$ cat src/rtl/lc3_writeback_if.sv
// Writeback-stage bundle: write strobe, source select, result buses, register addresses and the
// read-back ports (VSR1/VSR2/psr).
interface lc3_writeback_if #(
  parameter int unsigned DATA_WIDTH = 16,
  parameter int unsigned NUM_REGS   = 8
);
  localparam int unsigned AddrWidth = $clog2(NUM_REGS);

  logic                  enable_writeback;
  logic [1:0]            W_Control;
  logic [DATA_WIDTH-1:0] aluout;
  logic [DATA_WIDTH-1:0] memout;
  logic [DATA_WIDTH-1:0] pcout;
  logic [AddrWidth-1:0]  dr;
  logic [AddrWidth-1:0]  sr1;
  logic [AddrWidth-1:0]  sr2;
  logic [DATA_WIDTH-1:0] VSR1;
  logic [DATA_WIDTH-1:0] VSR2;
  logic [2:0]            psr;

  modport master (
    output enable_writeback, W_Control, aluout, memout, pcout, dr, sr1, sr2,
    input  VSR1, VSR2, psr
  );

  modport slave (
    input  enable_writeback, W_Control, aluout, memout, pcout, dr, sr1, sr2,
    output VSR1, VSR2, psr
  );
endinterface

$ cat src/rtl/lc3_writeback.sv
// LC3 writeback stage: register file R0..R7 plus {N,Z,P} condition codes.
// Define WRITEBACK_BYPASS_EN to forward same-cycle write data onto the read ports.
module lc3_writeback #(
  parameter int unsigned DATA_WIDTH = 16,
  parameter int unsigned NUM_REGS   = 8
) (
  input logic            clk,
  input logic            rst,
  lc3_writeback_if.slave wb
);
  logic [DATA_WIDTH-1:0] regs_q [NUM_REGS];
  logic [DATA_WIDTH-1:0] wdata;
  logic                  wr_en;
  logic [2:0]            psr_q;
  logic [2:0]            psr_d;

  // W_Control == 3 is a reserved select and acts as a no-op write.
  always_comb begin
    wdata = wb.aluout;
    case (wb.W_Control)
      2'd1:    wdata = wb.memout;
      2'd2:    wdata = wb.pcout;
      default: wdata = wb.aluout;
    endcase
    wr_en = wb.enable_writeback && (wb.W_Control != 2'd3);
  end

  always_comb begin
    psr_d = 3'b001;
    if (wdata[DATA_WIDTH-1]) begin
      psr_d = 3'b100;
    end else if (wdata == '0) begin
      psr_d = 3'b010;
    end
  end

  always_ff @(posedge clk or negedge rst) begin
    if (!rst) begin
      for (int unsigned i = 0; i < NUM_REGS; i++) begin
        regs_q[i] <= '0;
      end
      psr_q <= 3'b000;
    end else if (wr_en) begin
      regs_q[wb.dr] <= wdata;
      psr_q         <= psr_d;
    end
  end

  always_comb begin
    wb.VSR1 = regs_q[wb.sr1];
    wb.VSR2 = regs_q[wb.sr2];
`ifdef WRITEBACK_BYPASS_EN
    if (wr_en && (wb.dr == wb.sr1)) begin
      wb.VSR1 = wdata;
    end
    if (wr_en && (wb.dr == wb.sr2)) begin
      wb.VSR2 = wdata;
    end
`endif
  end

  assign wb.psr = psr_q;
endmodule

$ cat src/flat_wrapper.sv
// flat-port wrapper written by rule: the top's interface ports become plain ports
module lc3_writeback_flat 
#(
  parameter int unsigned DATA_WIDTH = 16,
  parameter int unsigned NUM_REGS   = 8
)
  (clk, rst, wb_enable_writeback, wb_W_Control, wb_aluout, wb_memout, wb_pcout, wb_dr, wb_sr1, wb_sr2, wb_VSR1, wb_VSR2, wb_psr);
  lc3_writeback_if #(.DATA_WIDTH(DATA_WIDTH), .NUM_REGS(NUM_REGS)) wb_i ();
  input logic clk;
  input logic rst;
  input wire logic [$bits(wb_i.enable_writeback)-1:0] wb_enable_writeback;
  input wire logic [$bits(wb_i.W_Control)-1:0] wb_W_Control;
  input wire logic [$bits(wb_i.aluout)-1:0] wb_aluout;
  input wire logic [$bits(wb_i.memout)-1:0] wb_memout;
  input wire logic [$bits(wb_i.pcout)-1:0] wb_pcout;
  input wire logic [$bits(wb_i.dr)-1:0] wb_dr;
  input wire logic [$bits(wb_i.sr1)-1:0] wb_sr1;
  input wire logic [$bits(wb_i.sr2)-1:0] wb_sr2;
  output wire logic [$bits(wb_i.VSR1)-1:0] wb_VSR1;
  output wire logic [$bits(wb_i.VSR2)-1:0] wb_VSR2;
  output wire logic [$bits(wb_i.psr)-1:0] wb_psr;
  assign wb_i.enable_writeback = wb_enable_writeback;
  assign wb_i.W_Control = wb_W_Control;
  assign wb_i.aluout = wb_aluout;
  assign wb_i.memout = wb_memout;
  assign wb_i.pcout = wb_pcout;
  assign wb_i.dr = wb_dr;
  assign wb_i.sr1 = wb_sr1;
  assign wb_i.sr2 = wb_sr2;
  assign wb_VSR1 = wb_i.VSR1;
  assign wb_VSR2 = wb_i.VSR2;
  assign wb_psr = wb_i.psr;
  lc3_writeback #(.DATA_WIDTH(DATA_WIDTH), .NUM_REGS(NUM_REGS)) u_core (.clk(clk), .rst(rst), .wb(wb_i));
endmodule
$ cat config.mk
export PLATFORM = sky130hd
export DESIGN_NAME = lc3_writeback_flat
export DESIGN_NICKNAME = d
export VERILOG_FILES = /design/src/rtl/lc3_writeback_if.sv /design/src/rtl/lc3_writeback.sv /design/src/flat_wrapper.sv
export SDC_FILE = /design/constraint.sdc
export NUM_CORES = 1
export LEC_CHECK = 0
export ABC_AREA = 1
export ABC_CLOCK_PERIOD_IN_PS = 2000
export CAP_MARGIN = 15
export CORE_UTILIZATION = 35
export CTS_CLUSTER_SIZE = 25
export DETAILED_ROUTE_END_ITERATION = 8
export GPL_TIMING_DRIVEN = 0
export PLACE_DENSITY = 0.51
export SETUP_SLACK_MARGIN = 0.15
export SLEW_MARGIN = 10
export SYNTH_ARGS = -nofsm -noshare
export SYNTH_HDL_FRONTEND = slang
export SYNTH_SLANG_ARGS = --single-unit
$ cat constraint.sdc
create_clock -name clk -period 2 [get_ports clk]
set_clock_uncertainty 0.2 [all_clocks]
set_input_delay 0.4 -clock clk [delete_from_list [all_inputs] [get_ports clk]]
set_output_delay 0.4 -clock clk [all_outputs]
set_load 0.01 [all_outputs]
### Word level (Yosys, flattened, before mapping)

Index checks and enable logic that the tools add are counted.

* reductions and logical operators: 3
* bitwise logic cells: 3
* eq/ne operators: 3
* $lt $le $gt $ge: 4
* muxes and demuxes: 12

Operators with widths (count)
* 128-bit bitwise mux: 1
* 16-bit binary-select mux with 3-bit select: 2
* 16-bit two-way mux: 5
* 16-bit demux with 3-bit select: 1
* 16-bit one-hot mux with 2 select lines: 1
* 16-bit logical NOT: 1
* 4-bit >= comparator (second input constant): 3
* 3-bit NOT with 4-bit output: 3
* 4-bit by 1-bit less-than comparator with 1-bit output (second input constant): 1
* 3-bit two-way mux: 1
* 2-bit by 1-bit == test with 1-bit output (second input constant): 1
* 2-bit == test (second input constant): 1
* 1-bit logical AND: 2
* 2-bit two-way mux: 1
* 2-bit inequality test (second input constant): 1

* word-level logic and storage cells: 34
* bits in registers: 131
* output and inout port bits: 35
* input bits: 62

### Logic depth before layout (Yosys ltp)

Gate-level depths: netlist of the first run.

* depth after elaboration: 6
* depth in mapped cells: 14

### Worst setup path before layout of the first run

OpenSTA, ideal clock, no wires.

* path type: input to output
* from: in wb_sr1[1]
* to: out wb_VSR1[3]
* data required time: 1400 ps
* arrival: 1266 ps
* stages on the path: 8
* path slack: 134 ps
* cell sequence: buf_2 -> inv_1 -> buf_2 -> a21oi_1 -> o21ai_0 -> nand2_1 -> nor2_1 -> a31oi_1

* word-level cells in the longest chain between the ends: 4

Ends and longest elaborated chain
* start: declaration: line flat_wrapper.sv:17 `input wire logic [$bits(wb_i.sr1)-1:0] wb_sr1;`
* 3-bit NOT with 4-bit output (not written as such): line lc3_writeback.sv:50 `wb.VSR1 = regs_q[wb.sr1];`
* 16-bit binary-select mux with 3-bit select: line lc3_writeback.sv:50
* 16-bit two-way mux (not written as such) (2 in series): line lc3_writeback.sv:50
* end: declaration: line flat_wrapper.sv:19 `output wire logic [$bits(wb_i.VSR1)-1:0] wb_VSR1;`

No other way between the ends. The select of a mux whose other input is x is not followed.

### Worst setup path after layout of the first run

* from: reg u_core.regs_q[35] (netlist bit)
* to: out wb_VSR2[3]

* word-level cells in the longest chain between the ends: 3

Ends and longest elaborated chain
* start: declaration: line lc3_writeback.sv:11 `logic [DATA_WIDTH-1:0] regs_q [NUM_REGS];`
* start signal: indexed assignment: line lc3_writeback.sv:44 `regs_q[wb.dr] <= wdata;`
* 16-bit binary-select mux with 3-bit select: line lc3_writeback.sv:51 `wb.VSR2 = regs_q[wb.sr2];`
* 16-bit two-way mux (not written as such) (2 in series): line lc3_writeback.sv:51
* end: declaration: line flat_wrapper.sv:20 `output wire logic [$bits(wb_i.VSR2)-1:0] wb_VSR2;`

No other way between the ends. The select of a mux whose other input is x is not followed.

==> results.yml, run 1 <==
status:
  failed_checks: "setup timing"
  status: "finished with violations"
global_routing:
  grt.total_usage_pct: 29.6
  antenna_found_initial: 0
  grt_pass1_wl_mm: 47.5
  first_global_vias: 7821
  grt_max_degree: 75
  grt-ovfl-total: 0
setup_path:
  cpPeakStageDelay_ns: 0.34
  end_kind: "primary output"
  criticalPathCategory: "reg2out"
  rr_worst_depth: 3
  timing.critical_path.buf_inv: 2
  cp_top_family: "compound AO/OA/AOI/OAI gates"
  startpoint: "u_core.regs_q[35]"
  crit_path_start_kind: "flip-flop"
  crit_fanout: 3
  critical_path_depth: 7
  worstPathRequired_ns: 1.40
  critical_path.endpoint: "wb_VSR2[3]"
  r2r_slack_ns: 1.03
  reg2reg_from: "u_core.regs_q[39]"
  worstReg2RegEnd: "u_core.regs_q[39]"
  cp_data_arrival_time_ns: 1.58
  slowest_stage: "dfrtp_1"
  path_cells: "inv_2 > a21oi_2 > o21ai_1 > nand2_1 > nor2_2 > a31oi_2 > buf_2"
placed_design:
  dp_hpwl_mm: 21.9
  io_buffers: 94
  place_congestion: 0.897
yosys:
  synth_area_mm2: 0.00751
  synth_edf_count: 0
  ys_top_cells_by_area: "dfrtp_1, o21ai_0, nand2_1, a21oi_1, inv_1"
  synth_warnings: 0
  syn_area_per_cell_um2: 7.13
  async_flop_share_pct: 100
  seq_area_frac_synth_pct: 43.6
  yosysUniqueCellTypes: 24
  yosysTopAreaCellShare_pct: 43.6
  yosysMostFrequentCell: "nand2_1"
  synthFlopType: "dfrtp_1"
  syn_inst: 1054
  netlist_top_cells_count: "nand2_1, o21ai_0, a21oi_1"
  yosysTopAreaCell: "dfrtp_1"
  ys_ff_latch: 131
  syn_nets: 1119
timing:
  finalSetupViolCount: 32
  worst_slack_ns: -0.182
  maxSlewViolCount: 0
  finalCritPeriodShare_pct: 109
  worst_pin_slew_ns: 0.597
  rsz0062_at_grt: "true"
  fmax_ghz: 0.458
  slew-limit-headroom_pct: 60.2
  hold_violations: 0
  period_minus_slack_ns: 2.18
power_and_ir_drop:
  power_mw: 9.37
  p_leak_nw: 4.59
  pwr_density_cell_mw_per_mm2: 897
  ir_worst_vdd_mv: 0.582
floorplan:
  io_pins: 97
  die_h_um: 149
  core-area_mm2: 0.0210
  dieArea_mm2: 0.0221
  rows: 53
  die_w_um: 149
  initial_core_util_pct: 35.7
detailed_routing:
  drt_iter0_markers: 651
  routed_wl_mm: 32.1
  vias_per_cell: 5.47
  drt-pass1-iter-count: 5
  wire_per_inst_um: 21.6
  ant_nets: 0
  drc: 0
  num_vias: 8102
cells_and_area:
  syn_to_final_growth_pct: 39.0
  final_util_pct: 49.7
  antenna-diode-count: 0
  drive_above_1_share_pct: 28.9
  num-nets-final: 1260
clock_network:
  cts_sinks: 131
  cts_tree: "yes"
  h-tree-depth: 4
  cts_buffers: 17
  clock_latency_ns: 0.43
  cts_buffer_depth: 2
  clockRootBuffer: "clkbuf_16"
  path_clk_slew_ns: 0.06
hold_path:
  hp-class: "in2reg"
job:
  drv_cap: 0
-- cell families after synthesis --
kind of cell	share of synthesized area, %
DFF	43.6
adders and majority gates	0.500
and+or+nand+nor	17.5
buffers and inverters	10.2
AOI/OAI and AO/OA	28.2
-- sequential cells by signal, summed over array words and instances, names as in the netlist --
signal	cells
u_core.regs_q	128
u_core.wb.psr	3
-- area by class of cell --
class,count,area (µm²)
Tap cell,275,344
Multi-Input combinational cell,745,4070
Sequential cell,131,3280
Clock buffer,18,429
Buffer,77,754
Timing Repair inverter,2,15.0
Fill cell,2075,10600
Clock inverter,13,114
Inverter,101,399
Timing Repair Buffer,120,1040
-- metrics by stage --
| step | setup slack (ns) | area, µm² | hold slack (ns) | TNS [ns] | std cells |
|---|---|---|---|---|---|
| finish | -0.182 | 10400 | 0.190 | -3.81 | 1482 |
| global route | -0.218 | 10400 | 0.262 | -5.53 | 1482 |
| CTS | -0.162 | 10100 | 0.281 | -3.57 | 1474 |
| detailed placement | -1.34 | 8970 | 0.204 | -112.55 | 1424 |
| global placement | -5.25 | 8940 | 0.267 | -799.24 | 1423 |
| floorplan | 0.134 | 7650 | -0.0956 | 0 | 1054 |
-- worst min-delay path by stage --
stage	start	endpoint	slack [ns]	depth (start not counted)
3_3_place_gp	u_core.wb.psr[0]	u_core.wb.psr[0]	0.27	2
4_1_cts	u_core.wb.psr[0]	u_core.wb.psr[0]	0.28	2
2_1_floorplan	rst	u_core.regs_q[0]	-0.1	0
6_report	wb_enable_writeback	u_core.wb.psr[2]	0.19	5
5_1_grt	wb_enable_writeback	u_core.wb.psr[2]	0.26	5
3_5_place_dp	rst	u_core.wb.psr[0]	0.20	1
-- per-layer routing --
layer	GRT usage [%]	vias up	part of all wire, %	wire (µm)
met1	40.6	3875	44	14100
met2	46.8	389	46	14700
met5	0	-	0	0
met3	5.46	63	7.8	2500
met4	10.3	0	2.5	801
li1	-	3775	-	-
-- cell usage in the layout, fill, tap and decap left out, types with 24 or more instances in the layout --
| master | Yosys | layout |
|---|---|---|
| o21ai_0 | 220 | 136 |
| dfrtp_1 | 131 | 131 |
| a21oi_2 | 0 | 48 |
| inv_2 | 5 | 34 |
| buf_4 | 2 | 36 |
| nand2_1 | 239 | 229 |
| nor2_1 | 65 | 39 |
| nor2_2 | 8 | 24 |
| a21oi_1 | 141 | 93 |
| inv_1 | 94 | 61 |
| o21ai_1 | 19 | 99 |
| clkdlybuf4s50_1 | 0 | 51 |
| buf_2 | 32 | 45 |
-- worst reg2reg max path, delay by kind of cell (launching register included) --
kind / cells / cell delay (ns)
DFF: 1 / 0.34
buffers and inverters: 2 / 0.18
AOI/OAI and AO/OA: 1 / 0.16
-- power breakdown --
group | internal [mW] | leakage, nW | total (mW) | switching, mW
Sequential | 3.26 | 1.64 | 3.61 | 0.347
Clock | 1.69 | 0.254 | 2.97 | 1.28
Combinational | 1.05 | 2.70 | 2.79 | 1.74
Total | 6.00 | 4.59 | 9.37 | 3.37
-- what timing repair did --
item,CTS,global route
cloned,5,1
setup endpoints to repair,166,161
pin swaps,65,49
hold buffers,1,0
resized for setup,423,118
buffers inserted,13,7
hold endpoints to repair,57,0
Power figures use the tool's default switching activity.
==> run 2: changes to the inputs <==
Settings changed: REMOVE_ABC_BUFFERS from default to 1, SLEW_MARGIN 10 to 20.
==> run 2 against run 1 <==
Net effect:
- the run still ends with setup timing left
- utilization decreased by 0.44 points
- worst setup slack improved by 0.056 ns
- combinational power decreased by 7.5%
- cell count decreased by 2.5%
- wire length decreased by 0.94%
- critical path depth increased by 3
- global-route usage decreased by 0.19 points
- highest routed layer unchanged
- power decreased by 2.7%
- worst hold slack improved by 0.047 ns
==> results.yml, run 2 (synthesized netlist as in run 1, its figures left out) <==
detailed_routing:
  drt_iter0_markers: 743
  drt-pass1-iter-count: 5
  drc: 0
  vias_per_cell: 5.45
  num_vias: 7875
  routed_wl_mm: 31.8
  wire_per_inst_um: 22.0
  ant_nets: 0
timing:
  hold_violations: 0
  rsz0062_at_grt: "true"
  worst_pin_slew_ns: 0.494
  finalCritPeriodShare_pct: 106
  period_minus_slack_ns: 2.13
  fmax_ghz: 0.470
  finalSetupViolCount: 25
  slew-limit-headroom_pct: 67.0
  hold_ws_ns: 0.237
  worst_slack_ns: -0.126
  maxSlewViolCount: 0
status:
  status: "finished with violations"
  failed_checks: "setup timing"
clock_network:
  h-tree-depth: 4
  cts_buffer_depth: 2
  path_clk_slew_ns: 0.06
  cts_buffers: 17
  clockRootBuffer: "clkbuf_16"
  clock_latency_ns: 0.42
  cts_sinks: 131
  cts_tree: "yes"
setup_path:
  r2r_slack_ns: 1.03
  end_kind: "primary output"
  slowest_stage: "a31oi_2"
  crit_top_cell: "buf_12"
  rr_worst_depth: 3
  path_cells: "buf_12 > buf_12 > inv_16 > buf_16 > a21oi_2 > o21ai_1 > nand2_1 > nor2_1 > a31oi_2 > buf_2"
  worstPathRequired_ns: 1.40
  cpPeakStageDelay_ns: 0.19
  cp_data_arrival_time_ns: 1.53
  reg2reg_from: "u_core.regs_q[21]"
  criticalPathCategory: "in2out"
  worstReg2RegEnd: "u_core.regs_q[21]"
  crit_path_start_kind: "primary input"
  crit_fanout: 8
cells_and_area:
  drive_above_1_share_pct: 22.4
  mostFrequentLayoutCells: "nand2_1, o21ai_0, dfrtp_1"
  fill_cells: 2039
  largest_reg_flops: 128
  largest_register: "u_core.regs_q"
  antenna-diode-count: 0
  regArea_mm2: 0.00328
  layout_commonest_cell: "nand2_1"
  final_util_pct: 49.2
  syn_to_final_growth_pct: 37.8
  multi_input_area_mm2: 0.00381
  num-nets-final: 1224
placed_design:
  place_congestion: 0.750
  io_buffers: 96
  dp_hpwl_mm: 14.4
hold_path:
  worstHoldEndpoint: "u_core.wb.psr[2]"
  holdPathStages: 5
  hold_start: "wb_W_Control[1]"
  hp-class: "in2reg"
global_routing:
  grt.total_usage_pct: 29.5
  grt_pass1_wl_mm: 47.1
  antenna_found_initial: 0
  grt-ovfl-total: 0
  first_global_vias: 7434
  grt_max_degree: 91
floorplan:
  die_w_um: 149
  die_h_um: 149
  dieArea_mm2: 0.0221
  rows: 53
  initial_core_util_pct: 35.7
  io_pins: 97
  core-area_mm2: 0.0210
power_and_ir_drop:
  p_leak_nw: 4.55
  pwr_density_cell_mw_per_mm2: 881
  ir_worst_vdd_mv: 0.673
job:
  drv_cap: 0
## run 2: cell types whose count changed in the layout (fill, tap and decap cells not counted), sizes merged
cell / before / now
buf: 109 / 91
bufbuf: 1 / 3
bufinv: 1 / 3
clkbuf: 47 / 26
clkdlybuf4s15: 0 / 2
clkdlybuf4s50: 51 / 52
clkinvlp: 7 / 0
dlygate4sd2: 5 / 3
dlymetal6s2s: 1 / 0
inv: 102 / 103
nor2: 76 / 80
## run 2: worst max path at each step
stage	startpoint	end	slack (ns)	cells past startpoint
after detailed placement	wb_sr1[0]	wb_VSR1[3]	-1.68	8
after floorplan	wb_W_Control[0]	u_core.wb.psr[0]	-0.1	12
final	wb_sr1[1]	wb_VSR1[6]	-0.13	10
after CTS	u_core.regs_q[35]	wb_VSR1[3]	-0.12	7
after global placement	rst	u_core.regs_q[127]	-5.42	1
after global routing	u_core.regs_q[27]	wb_VSR2[11]	-0.18	7
## run 2: area by class of cell
type / instances / area share [%]
inverter: 101 / 5.14
clock inverter: 6 / 0.532
sequential: 131 / 31.7
multi-input combinational: 749 / 36.8
timing repair buffer: 154 / 17.4
clock buffer: 24 / 4.65
tap: 275 / 3.32
timing repair inverter: 5 / 0.471
## run 2: repair_timing
| action | in CTS | in global routing |
|---|---|---|
| gates resized for setup | 335 | 67 |
| setup endpoints to repair | 166 | 92 |
| pin swaps | 36 | 46 |
| hold endpoints to repair | 41 | 0 |
| hold buffers | 1 | 0 |
| cloned | 17 | 2 |
| buffers inserted | 38 | 4 |
## run 2: critical path, delay by kind of cell
family | cells | cell delay, ns
AO/OA/AOI/OAI | 3 | 0.37
buffers and inverters | 5 | 0.62
AND/OR/NAND/NOR | 2 | 0.11
## run 2: metrics by stage
step                total power [mW]  instances  setup slack, ns  cell area [µm²]  TNS [ns]
detailed placement              5.73       1353            -1.68             8560   -181.78
global placement                5.68       1348            -5.42             8430   -969.90
floorplan                       4.79        977          -0.0951             7130    -0.122
finish                          9.12       1445           -0.126            10400     -1.43
CTS                             8.98       1439           -0.119            10100     -1.34
global route                    9.61       1445           -0.181            10400     -3.73
## run 2: where the power goes
part           internal, mW  switching [mW]  leakage (nW)
clock network          1.78            1.16         0.269
logic                  1.03            1.55          2.64
registers              3.26           0.328          1.64
## run 2: per-layer routing
layer | wire [µm] | GRT usage [%]
met1 | 13800 | 40.5
met2 | 14200 | 44.8
met3 | 2650 | 6.20
met4 | 1130 | 12.3
met5 | 0 | 0
==> run 3: changes to the inputs <==
Settings changed: CORE_MARGIN from default to 2.
==> run 3 against run 2 <==
Net effect:
- critical path depth shrank 3
- critical path type is now reg2out
- critical endpoint is now wb_VSR1[3]
- first-iteration DRC count shrank 4.6%
- the flow still finishes with violations (setup timing)
- worst hold slack gained 0.059 ns
- worst setup slack lost 0.0072 ns
- combinational power is essentially flat
- cell count grew 0.83%
- maximum frequency shrank 0.34%
- die area grew 2.7%
- highest routed layer unchanged
==> results.yml, run 3 (synthesized netlist as in run 1, its figures left out) <==
detailed_routing:
  num_vias: 7961
  vias_per_cell: 5.46
  wire_per_inst_um: 21.7
  ant_nets: 0
  routed_wl_mm: 31.6
  drc: 0
  drt-pass1-iter-count: 5
  drt_iter0_markers: 709
setup_path:
  reg2reg_from: "u_core.regs_q[31]"
  criticalPathCategory: "reg2out"
  worstReg2RegEnd: "u_core.regs_q[31]"
  crit_path_start_kind: "flip-flop"
  rr_worst_depth: 4
  startpoint: "u_core.regs_q[35]"
  worstPathRequired_ns: 1.40
  crit_fanout: 3
  cp_data_arrival_time_ns: 1.53
  end_kind: "primary output"
  r2r_slack_ns: 0.88
  critical_path.endpoint: "wb_VSR1[3]"
timing:
  hold_violations: 0
  maxSlewViolCount: 0
  hold_ws_ns: 0.296
  worst_slack_ns: -0.133
  slew-limit-headroom_pct: 65.1
  worst_pin_slew_ns: 0.523
  period_minus_slack_ns: 2.13
  finalSetupViolCount: 25
  fmax_ghz: 0.469
  rsz0062_at_grt: "true"
  finalCritPeriodShare_pct: 107
placed_design:
  place_congestion: 0.751
  dp_hpwl_mm: 14.5
  dpl_worst_slack_ns: -1.65
  io_buffers: 96
  placed_area_mm2: 0.00855
global_routing:
  antenna_found_initial: 0
  grt.total_usage_pct: 28.5
  grt-ovfl-total: 0
  first_global_vias: 7641
  grt_pass1_wl_mm: 46.9
  grt_max_degree: 70
status:
  status: "finished with violations"
  failed_checks: "setup timing"
clock_network:
  path_clk_slew_ns: 0.06
  cts_buffers: 17
  cts_tree: "yes"
  cts_buffer_depth: 2
  h-tree-depth: 4
  clockRootBuffer: "clkbuf_16"
  cts_sinks: 131
  clock_latency_ns: 0.42
cells_and_area:
  antenna-diode-count: 0
  largest_register: "u_core.regs_q"
  largest_reg_flops: 128
  drive_above_1_share_pct: 22.5
  mostFrequentLayoutCells: "nand2_1, o21ai_0, dfrtp_1"
  num-nets-final: 1234
  final_util_pct: 49.3
  syn_to_final_growth_pct: 37.9
  final_area_mm2: 0.0104
  layout_commonest_cell: "nand2_1"
  regArea_mm2: 0.00328
  multi_input_area_mm2: 0.00375
  fill_cells: 2101
hold_path:
  hp-class: "in2async"
job:
  drv_cap: 0
floorplan:
  initial_core_util_pct: 35.7
  io_pins: 97
  die_w_um: 151
  die_h_um: 151
  rows: 53
  dieArea_mm2: 0.0227
  core-area_mm2: 0.0210
power_and_ir_drop:
  ir_worst_vdd_mv: 0.489
  pwr_density_cell_mw_per_mm2: 916
  p_leak_nw: 4.58
[run 3: final cells by class]
class,instances,area share [%]
repair buffers,161,16.9
clock inverters,10,1.50
repair inverters,9,0.821
multi-input cells,748,36.2
clock buffers,22,4.48
flip-flops and latches,131,31.7
inverters,101,5.07
well taps,275,3.32
[run 3: metal layers]
metal  track usage (%)  vias to the layer above  share of wire [%]
li1                  -                     3732                  -
met3              5.79                       85                7.5
met2              48.0                      356                 47
met5                 0                        -                  0
met4              12.8                        0                4.0
met1              35.3                     3788                 41
[run 3: repair_timing]
action                                 CTS  global route
buffers inserted                        37            15
pin swaps                               38            46
endpoints found under the hold margin   62             0
gates cloned                            16             3
hold buffers                             1             0
gates resized for setup                294            79
setup endpoints to repair              166            80
[run 3: critical path, stage by stage (launching register included)]
cell	delay (ns)
dfrtp_1	0.36
inv_2	0.05
a21oi_1	0.10
o21ai_1	0.07
nand2_1	0.07
nor2_2	0.04
a31oi_2	0.22
buf_2	0.18
[run 3: worst min-delay path by stage]
stage                                   from                  to
final                                    rst   u_core.regs_q[89]
after global placement      u_core.wb.psr[0]    u_core.wb.psr[0]
after CTS                   u_core.wb.psr[0]    u_core.wb.psr[0]
after floorplan                          rst    u_core.regs_q[0]
after global routing      u_core.regs_q[123]  u_core.regs_q[123]
after detailed placement                 rst   u_core.regs_q[89]
[run 3: metrics by stage]
stage / cells / setup TNS [ns] / total power [mW]
6_report: 1457 / -1.53 / 9.48
5_1_grt: 1457 / -4.24 / 10.0
4_1_cts: 1439 / -1.64 / 9.32
3_5_place_dp: 1353 / -182.37 / 5.72
3_3_place_gp: 1348 / -957.14 / 5.67
2_1_floorplan: 977 / -0.122 / 4.79
[run 3: power by group]
group          internal, mW  leakage (nW)  switching, mW  total (mW)
Combinational          1.02          2.65           1.53        2.55
Sequential             3.26          1.64          0.326        3.59
Clock                  2.14         0.300           1.20        3.34
Total                  6.43          4.58           3.06        9.48
